`src/rtl/pipe_ctrl_seq.sv`:
```
// Pipeline control sequencer for the 5-stage core.
// Turns hazard-unit stall/flush requests and data-memory busy into per-stage register
// enables and bubble flushes. A redirect adds a second IF/ID flush cycle because the
// instruction memory read is synchronous. It also keeps saturating performance counters
// and a sticky memory-timeout watchdog.
//
// Ports:
//   clk, rst_n                   clock, asynchronous active-low reset
//   stall_i, flush_i, mem_busy_i load-use stall, Execute redirect, data memory busy
//   en_{f,d,e,m,w}_o             per-stage register enables
//   flush_d_o, flush_e_o         clear IF/ID and ID/EX to a bubble
//   state_o                      0 RUN, 1 REDIRECT, 2 FREEZE
//   stall_cycles_o, flush_events_o, freeze_cycles_o   saturating event counters
//   mem_timeout_o                sticky watchdog flag
module pipe_ctrl_seq #(
    parameter int unsigned CNT_W   = 32,
    parameter int unsigned TIMEOUT = 64
) (
    input  logic             clk,
    input  logic             rst_n,
    input  logic             stall_i,
    input  logic             flush_i,
    input  logic             mem_busy_i,
    output logic             en_f_o,
    output logic             en_d_o,
    output logic             en_e_o,
    output logic             en_m_o,
    output logic             en_w_o,
    output logic             flush_d_o,
    output logic             flush_e_o,
    output logic [1:0]       state_o,
    output logic [CNT_W-1:0] stall_cycles_o,
    output logic [CNT_W-1:0] flush_events_o,
    output logic [CNT_W-1:0] freeze_cycles_o,
    output logic             mem_timeout_o
);

    typedef enum logic [1:0] {
        StRun      = 2'd0,
        StRedirect = 2'd1,
        StFreeze   = 2'd2,
        StIllegal  = 2'd3
    } state_e;

    localparam logic [15:0]      TimeoutVal = 16'(TIMEOUT);
    localparam logic [CNT_W-1:0] CntMax     = {CNT_W{1'b1}};

    state_e           r_state, w_state_d;
    logic             r_pend_redir, w_pend_redir_d;
    logic [15:0]      r_busy_run, w_busy_run_d;
    logic [CNT_W-1:0] r_stall_cnt, r_flush_cnt, r_freeze_cnt;
    logic             r_timeout;

    logic w_en_fd, w_en_emw, w_flush_d, w_flush_e;
    logic w_inc_stall, w_inc_flush, w_inc_freeze;

    always_comb begin
        w_en_fd        = 1'b1;
        w_en_emw       = 1'b1;
        w_flush_d      = 1'b0;
        w_flush_e      = 1'b0;
        w_state_d      = StRun;
        w_pend_redir_d = r_pend_redir;
        w_inc_stall    = 1'b0;
        w_inc_flush    = 1'b0;
        w_inc_freeze   = 1'b0;

        if (mem_busy_i) begin
            w_en_fd      = 1'b0;
            w_en_emw     = 1'b0;
            w_state_d    = StFreeze;
            w_inc_freeze = 1'b1;
            // Remember an interrupted redirect tail so it is replayed on release.
            if (r_state == StRedirect) begin
                w_pend_redir_d = 1'b1;
            end
        end else begin
            w_pend_redir_d = 1'b0;
            if (r_state == StFreeze && r_pend_redir && !flush_i) begin
                w_flush_d = 1'b1;
            end else if (flush_i) begin
                w_flush_d   = 1'b1;
                w_flush_e   = 1'b1;
                w_state_d   = StRedirect;
                w_inc_flush = 1'b1;
            end else if (r_state == StRedirect) begin
                // Second fetch flush: squash the instruction fetched from the stale PC.
                w_flush_d = 1'b1;
            end else if (stall_i) begin
                w_en_fd     = 1'b0;
                w_flush_e   = 1'b1;
                w_inc_stall = 1'b1;
            end
        end

        if (r_state == StIllegal) begin
            w_state_d = StRun;
        end
    end

    always_comb begin
        w_busy_run_d = 16'd0;
        if (mem_busy_i) begin
            w_busy_run_d = (r_busy_run == TimeoutVal) ? r_busy_run : r_busy_run + 16'd1;
        end
    end

    always_ff @(posedge clk or negedge rst_n) begin
        if (!rst_n) begin
            r_state      <= StRun;
            r_pend_redir <= 1'b0;
            r_busy_run   <= 16'd0;
            r_stall_cnt  <= '0;
            r_flush_cnt  <= '0;
            r_freeze_cnt <= '0;
            r_timeout    <= 1'b0;
        end else begin
            r_state      <= w_state_d;
            r_pend_redir <= w_pend_redir_d;
            r_busy_run   <= w_busy_run_d;
            if (w_inc_stall && r_stall_cnt != CntMax) begin
                r_stall_cnt <= r_stall_cnt + 1'b1;
            end
            if (w_inc_flush && r_flush_cnt != CntMax) begin
                r_flush_cnt <= r_flush_cnt + 1'b1;
            end
            if (w_inc_freeze && r_freeze_cnt != CntMax) begin
                r_freeze_cnt <= r_freeze_cnt + 1'b1;
            end
            if (w_busy_run_d == TimeoutVal) begin
                r_timeout <= 1'b1;
            end
        end
    end

    // Outputs are forced to the safe bubble pattern while reset is held.
    assign en_f_o          = rst_n & w_en_fd;
    assign en_d_o          = rst_n & w_en_fd;
    assign en_e_o          = rst_n & w_en_emw;
    assign en_m_o          = rst_n & w_en_emw;
    assign en_w_o          = rst_n & w_en_emw;
    assign flush_d_o       = ~rst_n | w_flush_d;
    assign flush_e_o       = ~rst_n | w_flush_e;
    assign state_o         = r_state;
    assign stall_cycles_o  = r_stall_cnt;
    assign flush_events_o  = r_flush_cnt;
    assign freeze_cycles_o = r_freeze_cnt;
    assign mem_timeout_o   = r_timeout;

endmodule

```
`config.mk`:
```
export PLATFORM = sky130hd
export DESIGN_NAME = pipe_ctrl_seq
export DESIGN_NICKNAME = d
export VERILOG_FILES = /design/src/rtl/pipe_ctrl_seq.sv
export SDC_FILE = /design/constraint.sdc
export NUM_CORES = 1
export LEC_CHECK = 0
export ABC_AREA = 1
export CAP_MARGIN = 0
export CORE_ASPECT_RATIO = 1.25
export CORE_MARGIN = 2
export CORE_UTILIZATION = 40
export DETAILED_ROUTE_END_ITERATION = 8
export SYNTH_ARGS = -nofsm -noshare
export SYNTH_HDL_FRONTEND = slang
export SYNTH_SLANG_ARGS = --single-unit
```
`constraint.sdc`:
```
create_clock -name clk -period 2.05 [get_ports clk]
set_input_delay 0.5125 -clock clk [delete_from_list [all_inputs] [get_ports clk]]
set_output_delay 0.5125 -clock clk [all_outputs]
set_load 0.1 [all_outputs]
```
* Word-level counts from Yosys, hierarchy flattened *
Index checks and enable logic that the tools add are counted.

word-level totals
  output and inout bits = 106
  register bits = 116
  logic and storage cells = 61

operators by class
  bitwise operators = 5
  multiplexer cells = 30
  add/sub/neg operators = 4
  reduce and logical (&&, ||, !) cells = 6
  equal/unequal tests = 9

operator list
  cell                                             number
  adder 32 x 1 -> 32 bit (second input constant)   3
  != test 32 bit (second input constant)           3
  == test 16 x 7 -> 1 bit (second input constant)  2
  2-to-1 mux 16 bit                                2
  2-to-1 mux 1 bit                                 26
  adder 16 x 1 -> 16 bit (second input constant)   1
  logical AND 1 bit                                5
  == test 2 bit (second input constant)            2
  2-to-1 mux 2 bit                                 2
  bitwise AND 1 bit                                2
  == test 2 x 1 -> 1 bit (second input constant)   1
  != test 2 x 1 -> 1 bit (second input constant)   1
  bitwise OR 1 bit                                 2
  zero test 1 bit                                  1
  inverter 1 bit                                   1

* Depth between registers and ports, before layout *
  word-level depth = 6
  depth in mapped cells = 13
  mapped depth without buffers = 13

* Worst setup path after synthesis *
Ideal clock, no wire load.

  path type = register to output
  start = register r_state[0], in the netlist state_o[0]
  end = output port flush_d_o
  required time = 1.537 ns
  buffers on the path = 0
  setup slack = -1.888 ns
  arrival time = 3.426 ns
  cell stages (with the launch flop) = 5
  cells stage by stage = dfrtp_1 -> inv_1 -> nor2_1 -> nor2_1 -> o21ai_0

between the ends
  longest elaborated chain between the ends = 6
  elaborated cells between the ends (all ways) = 9
  those cells by class = eq/ne: 2; mux: 4; bitwise: 1; reduce/logical: 2

ends and longest elaborated chain
  item                                                            line    RTL
  start, declared                                                 48      state_e r_state, w_state_d;
  start signal, assigned                                          110     r_state <= StRun;
  start signal, assigned                                          118     r_state <= w_state_d;
  == test 2 x 1 -> 1 bit / == test 2 bit (equally long branches)  86, 79
  2-to-1 mux 1 bit / logical AND 1 bit (equally long branches)    86, 79
  2-to-1 mux 1 bit / logical AND 1 bit (equally long branches)    81, 79
  2-to-1 mux 1 bit *                                              79      if (r_state == StFreeze && r_pend_redir && !flush_i) begin
  2-to-1 mux 1 bit *                                              68      if (mem_busy_i) begin
  bitwise OR 1 bit *                                              142     assign flush_d_o = ~rst_n | w_flush_d;
  end, declared                                                   29      output logic flush_d_o,

Mark *: on every way between the ends. The rest lies on a longest branch, timed or not.

* Worst setup path in the final report *
  start = register r_state[0], in the netlist state_o[0]
  end = output port en_f_o

between the ends
  longest elaborated chain between the ends = 6
  elaborated cells between the ends (all ways) = 9
  those cells by class = eq/ne: 2; mux: 4; bitwise: 1; reduce/logical: 2

ends and longest elaborated chain
  item                                                            line    RTL
  == test 2 x 1 -> 1 bit / == test 2 bit (equally long branches)  86, 79
  2-to-1 mux 1 bit / logical AND 1 bit (equally long branches)    86, 79
  2-to-1 mux 1 bit / logical AND 1 bit (equally long branches)    81, 79
  2-to-1 mux 1 bit *                                              79
  2-to-1 mux 1 bit *                                              68
  bitwise AND 1 bit *                                             137     assign en_f_o = rst_n & w_en_fd;
  end, declared                                                   24      output logic en_f_o,

Marks and branches as above.

==> results.json <==
{
  "syn_avg_cell_area_sq_um": 7.36,
  "grt_usage_pct": 21.6,
  "hold_violations": 0,
  "synthTopCellsByArea": "dfrtp_1 (42%), nand2_1 (15%), xor2_1 (8.7%)",
  "syn_inst": 940,
  "p_leak_nw": 4.85,
  "grt_pass1_vias": 6605,
  "status": "complete, but fails checks",
  "initial_core_util_pct": 40.9,
  "setup_slack_ns": -0.184,
  "synth_edf_count": 0,
  "cp_data_arrival_time_ns": 1.72,
  "diodes": 0,
  "dp_slack_ns": -0.275,
  "synth_cell_types": 29,
  "pwr-share-seq_pct": 31.4,
  "cp_max_fo": 2,
  "grt_first_pass_wirelength_mm": 31.4,
  "dp_cells": 1293,
  "dpl.hpwl_mm": 14.2,
  "combPwrFrac_pct": 35.4,
  "max-vdd-ir-drop_mv": 0.695,
  "whs_ns": 0.0636,
  "cts_buffer_depth": 2,
  "synth-async-reset-ratio_pct": 100,
  "ios": 111,
  "hold_path.class": "in2async",
  "synthFlopType": "dfrtp_1",
  "swShare_pct": 38.8,
  "wire_per_inst_um": 14.4,
  "clkPwrFrac_pct": 33.1,
  "maxSlewViolCount": 0,
  "die_x_um": 122,
  "slew_headroom_pct": 58.9,
  "max_freq_mhz": 448,
  "fin_setup_tns_ns": -0.946,
  "grt_setup_unrepaired": "true",
  "port_buffers": 110,
  "yosysSeqAreaShare_pct": 41.9,
  "firstDrtPassIters": 5,
  "synth_top_area_cell": "dfrtp_1",
  "violations": "setup timing",
  "num_rows": 53,
  "intPower_mw": 5.81,
  "grt_max_degree": 112,
  "via_count": 6606,
  "worstSetupEndpointType": "primary output",
  "drt-vias-per-instance": 4.94,
  "clk_latency_ns": 0.42,
  "hold_buffers": 0,
  "crit_type": "reg2out",
  "power_density_mw_per_mm2": 887,
  "netlist.area_leader.share_pct": 41.9,
  "numCtsBuffers": 17,
  "clk_pin_slew_ns": 0.05,
  "grt_overflow": 0,
  "drt_iter0_drc": 347,
  "place.gp.congestion": 0.900,
  "fin_crit_ns": 2.23,
  "nets": 1115,
  "ant_nets": 0,
  "antenna_found_initial": 1,
  "yosys_warnings": 0,
  "cts-root-buf": "clkbuf_16",
  "htreeDepth": 4,
  "die_area_sq_mm": 0.0184,
  "die_h_um": 151,
  "cts.sinks": 116,
  "final_layout_size_suffix_gt1_share_pct": 30.1,
  "instances_no_fill": 1338,
  "core_area_sq_mm": 0.0169,
  "fin_skew_ns": 0.00742,
  "synth-seq-cells": 116,
  "worst_slew_pin_slew_ns": 0.617,
  "drc": 0,
  "routed_wl_mm": 19.2,
  "critPathLaunchType": "flip-flop",
  "synthToLayoutAreaGrowth_pct": 54.6,
  "yosysMostFrequentCell": "nand2_1",
  "synth_nets": 950,
  "synthesis.area_sq_mm": 0.00692,
  "setup_viol": 16,
  "power_switching_mw": 3.68,
  "synth_common_cells": "nand2_1 (271), nor2_1 (141), dfrtp_1 (116), inv_1 (108), xor2_1 (69)",
  "maxCapViolations": 0,
  "cts_tree": "yes",
  "cp_data_required_time_ns": 1.54,
  "finalCritPeriodShare_pct": 109
}
registers in the layout, summed over array words and instances (netlist names):
| signal | count |
|---|---|
| freeze_cycles_o | 32 |
| stall_cycles_o | 32 |
| r_pend_redir | 1 |
| state_o | 2 |
| r_busy_run | 16 |
| mem_timeout_o | 1 |
| flush_events_o | 32 |
cell families (layout without fill, tap and decap cells):
logic type	count (synthesis)	count (layout)	synth area share, %
simple gates	560	561	34.5
buf+inv	129	306	8.03
flops	116	116	41.9
xor+xnor	87	87	11.0
compound gates	43	43	3.63
fa+ha+maj	5	5	0.904
layout by cell type (no fill, tap or decap), types with 6 or more instances in the layout:
| master | instances |
|---|---|
| nand2_2 | 10 |
| xnor2_1 | 18 |
| nor3_1 | 41 |
| nor2_4 | 17 |
| nand2_1 | 264 |
| clkbuf_16 | 20 |
| xor2_1 | 69 |
| dfrtp_1 | 30 |
| nor2_2 | 9 |
| o21ai_1 | 13 |
| nand4_1 | 31 |
| buf_4 | 41 |
| o21ai_2 | 10 |
| nand3_1 | 52 |
| dfrtp_2 | 82 |
| a21oi_1 | 8 |
| inv_1 | 106 |
| nor2_1 | 123 |
| buf_12 | 109 |
| buf_6 | 6 |
per-stage QoR:
| stage | utilization [%] | cell area [sq um] | total power [mW] |
|---|---|---|---|
| 3_3_place_gp | 57.3 | 9700 | 6.30 |
| 5_1_grt | 63.3 | 10700 | 9.83 |
| 4_1_cts | 61.6 | 10400 | 9.51 |
| 6_report | 63.3 | 10700 | 9.49 |
| 2_1_floorplan | - | 7160 | 5.01 |
| 3_5_place_dp | 57.3 | 9700 | 6.33 |
final timing paths:
check	depth (start not counted)	startpoint	slack, ns	to
setup / recovery	8	state_o[0]	-0.18	en_f_o
hold / removal	2	rst_n	0.06	r_busy_run[11]
setup reg to reg	14	state_o[1]	-0.05	stall_cycles_o[5]
min in group clk	1	mem_timeout_o	0.49	mem_timeout_o
max in group asynchronous	2	rst_n	1.31	freeze_cycles_o[1]
hold reg to reg	1	mem_timeout_o	0.49	mem_timeout_o
area by class of cell:
| cell class | instances | area [sq um] |
|---|---|---|
| repair buffers | 162 | 2660 |
| well taps | 220 | 275 |
| clock buffers | 23 | 468 |
| clock inverters | 9 | 151 |
| multi-input cells | 696 | 3690 |
| fillers | 1496 | 6210 |
| flip-flops and latches | 116 | 3020 |
| inverters | 112 | 435 |
worst max-delay path: stages (launching register included):
cell,delay [ns]
dfrtp_4,0.50
inv_4,0.06
nand4_1,0.09
nand2_1,0.11
nor2_2,0.05
nand2_2,0.07
nand2_2,0.06
nor2_4,0.17
buf_12,0.19
power groups by stage:
stage                     Combinational, mW  Clock (mW)  Sequential, mW
after floorplan                       0.568           0            4.44
after global placement                 3.28           0            3.02
after detailed placement               3.31           0            3.02
after CTS                              3.33        3.19            2.98
after global routing                   3.50        3.31            3.02
final                                  3.36        3.14            2.98
layer usage:
layer | vias up | wire length (um) | part of all wire [%] | track usage (%)
li1 | 3296 | - | - | -
met1 | 3120 | 8410 | 44 | 27.5
met2 | 154 | 9600 | 50 | 36.1
met3 | 34 | 833 | 4.3 | 5.65
met4 | 2 | 362 | 1.9 | 6.61
met5 | - | 13 | 0.068 | 0
what timing repair did:
| action | CTS | global route |
|---|---|---|
| pin swaps | 4 | 9 |
| buffers inserted | 8 | 3 |
| resized for setup | 11 | 52 |
| gates cloned | 0 | 4 |
| endpoints found under the setup margin | 7 | 39 |
Note: power is estimated with default switching activity, not from simulation.
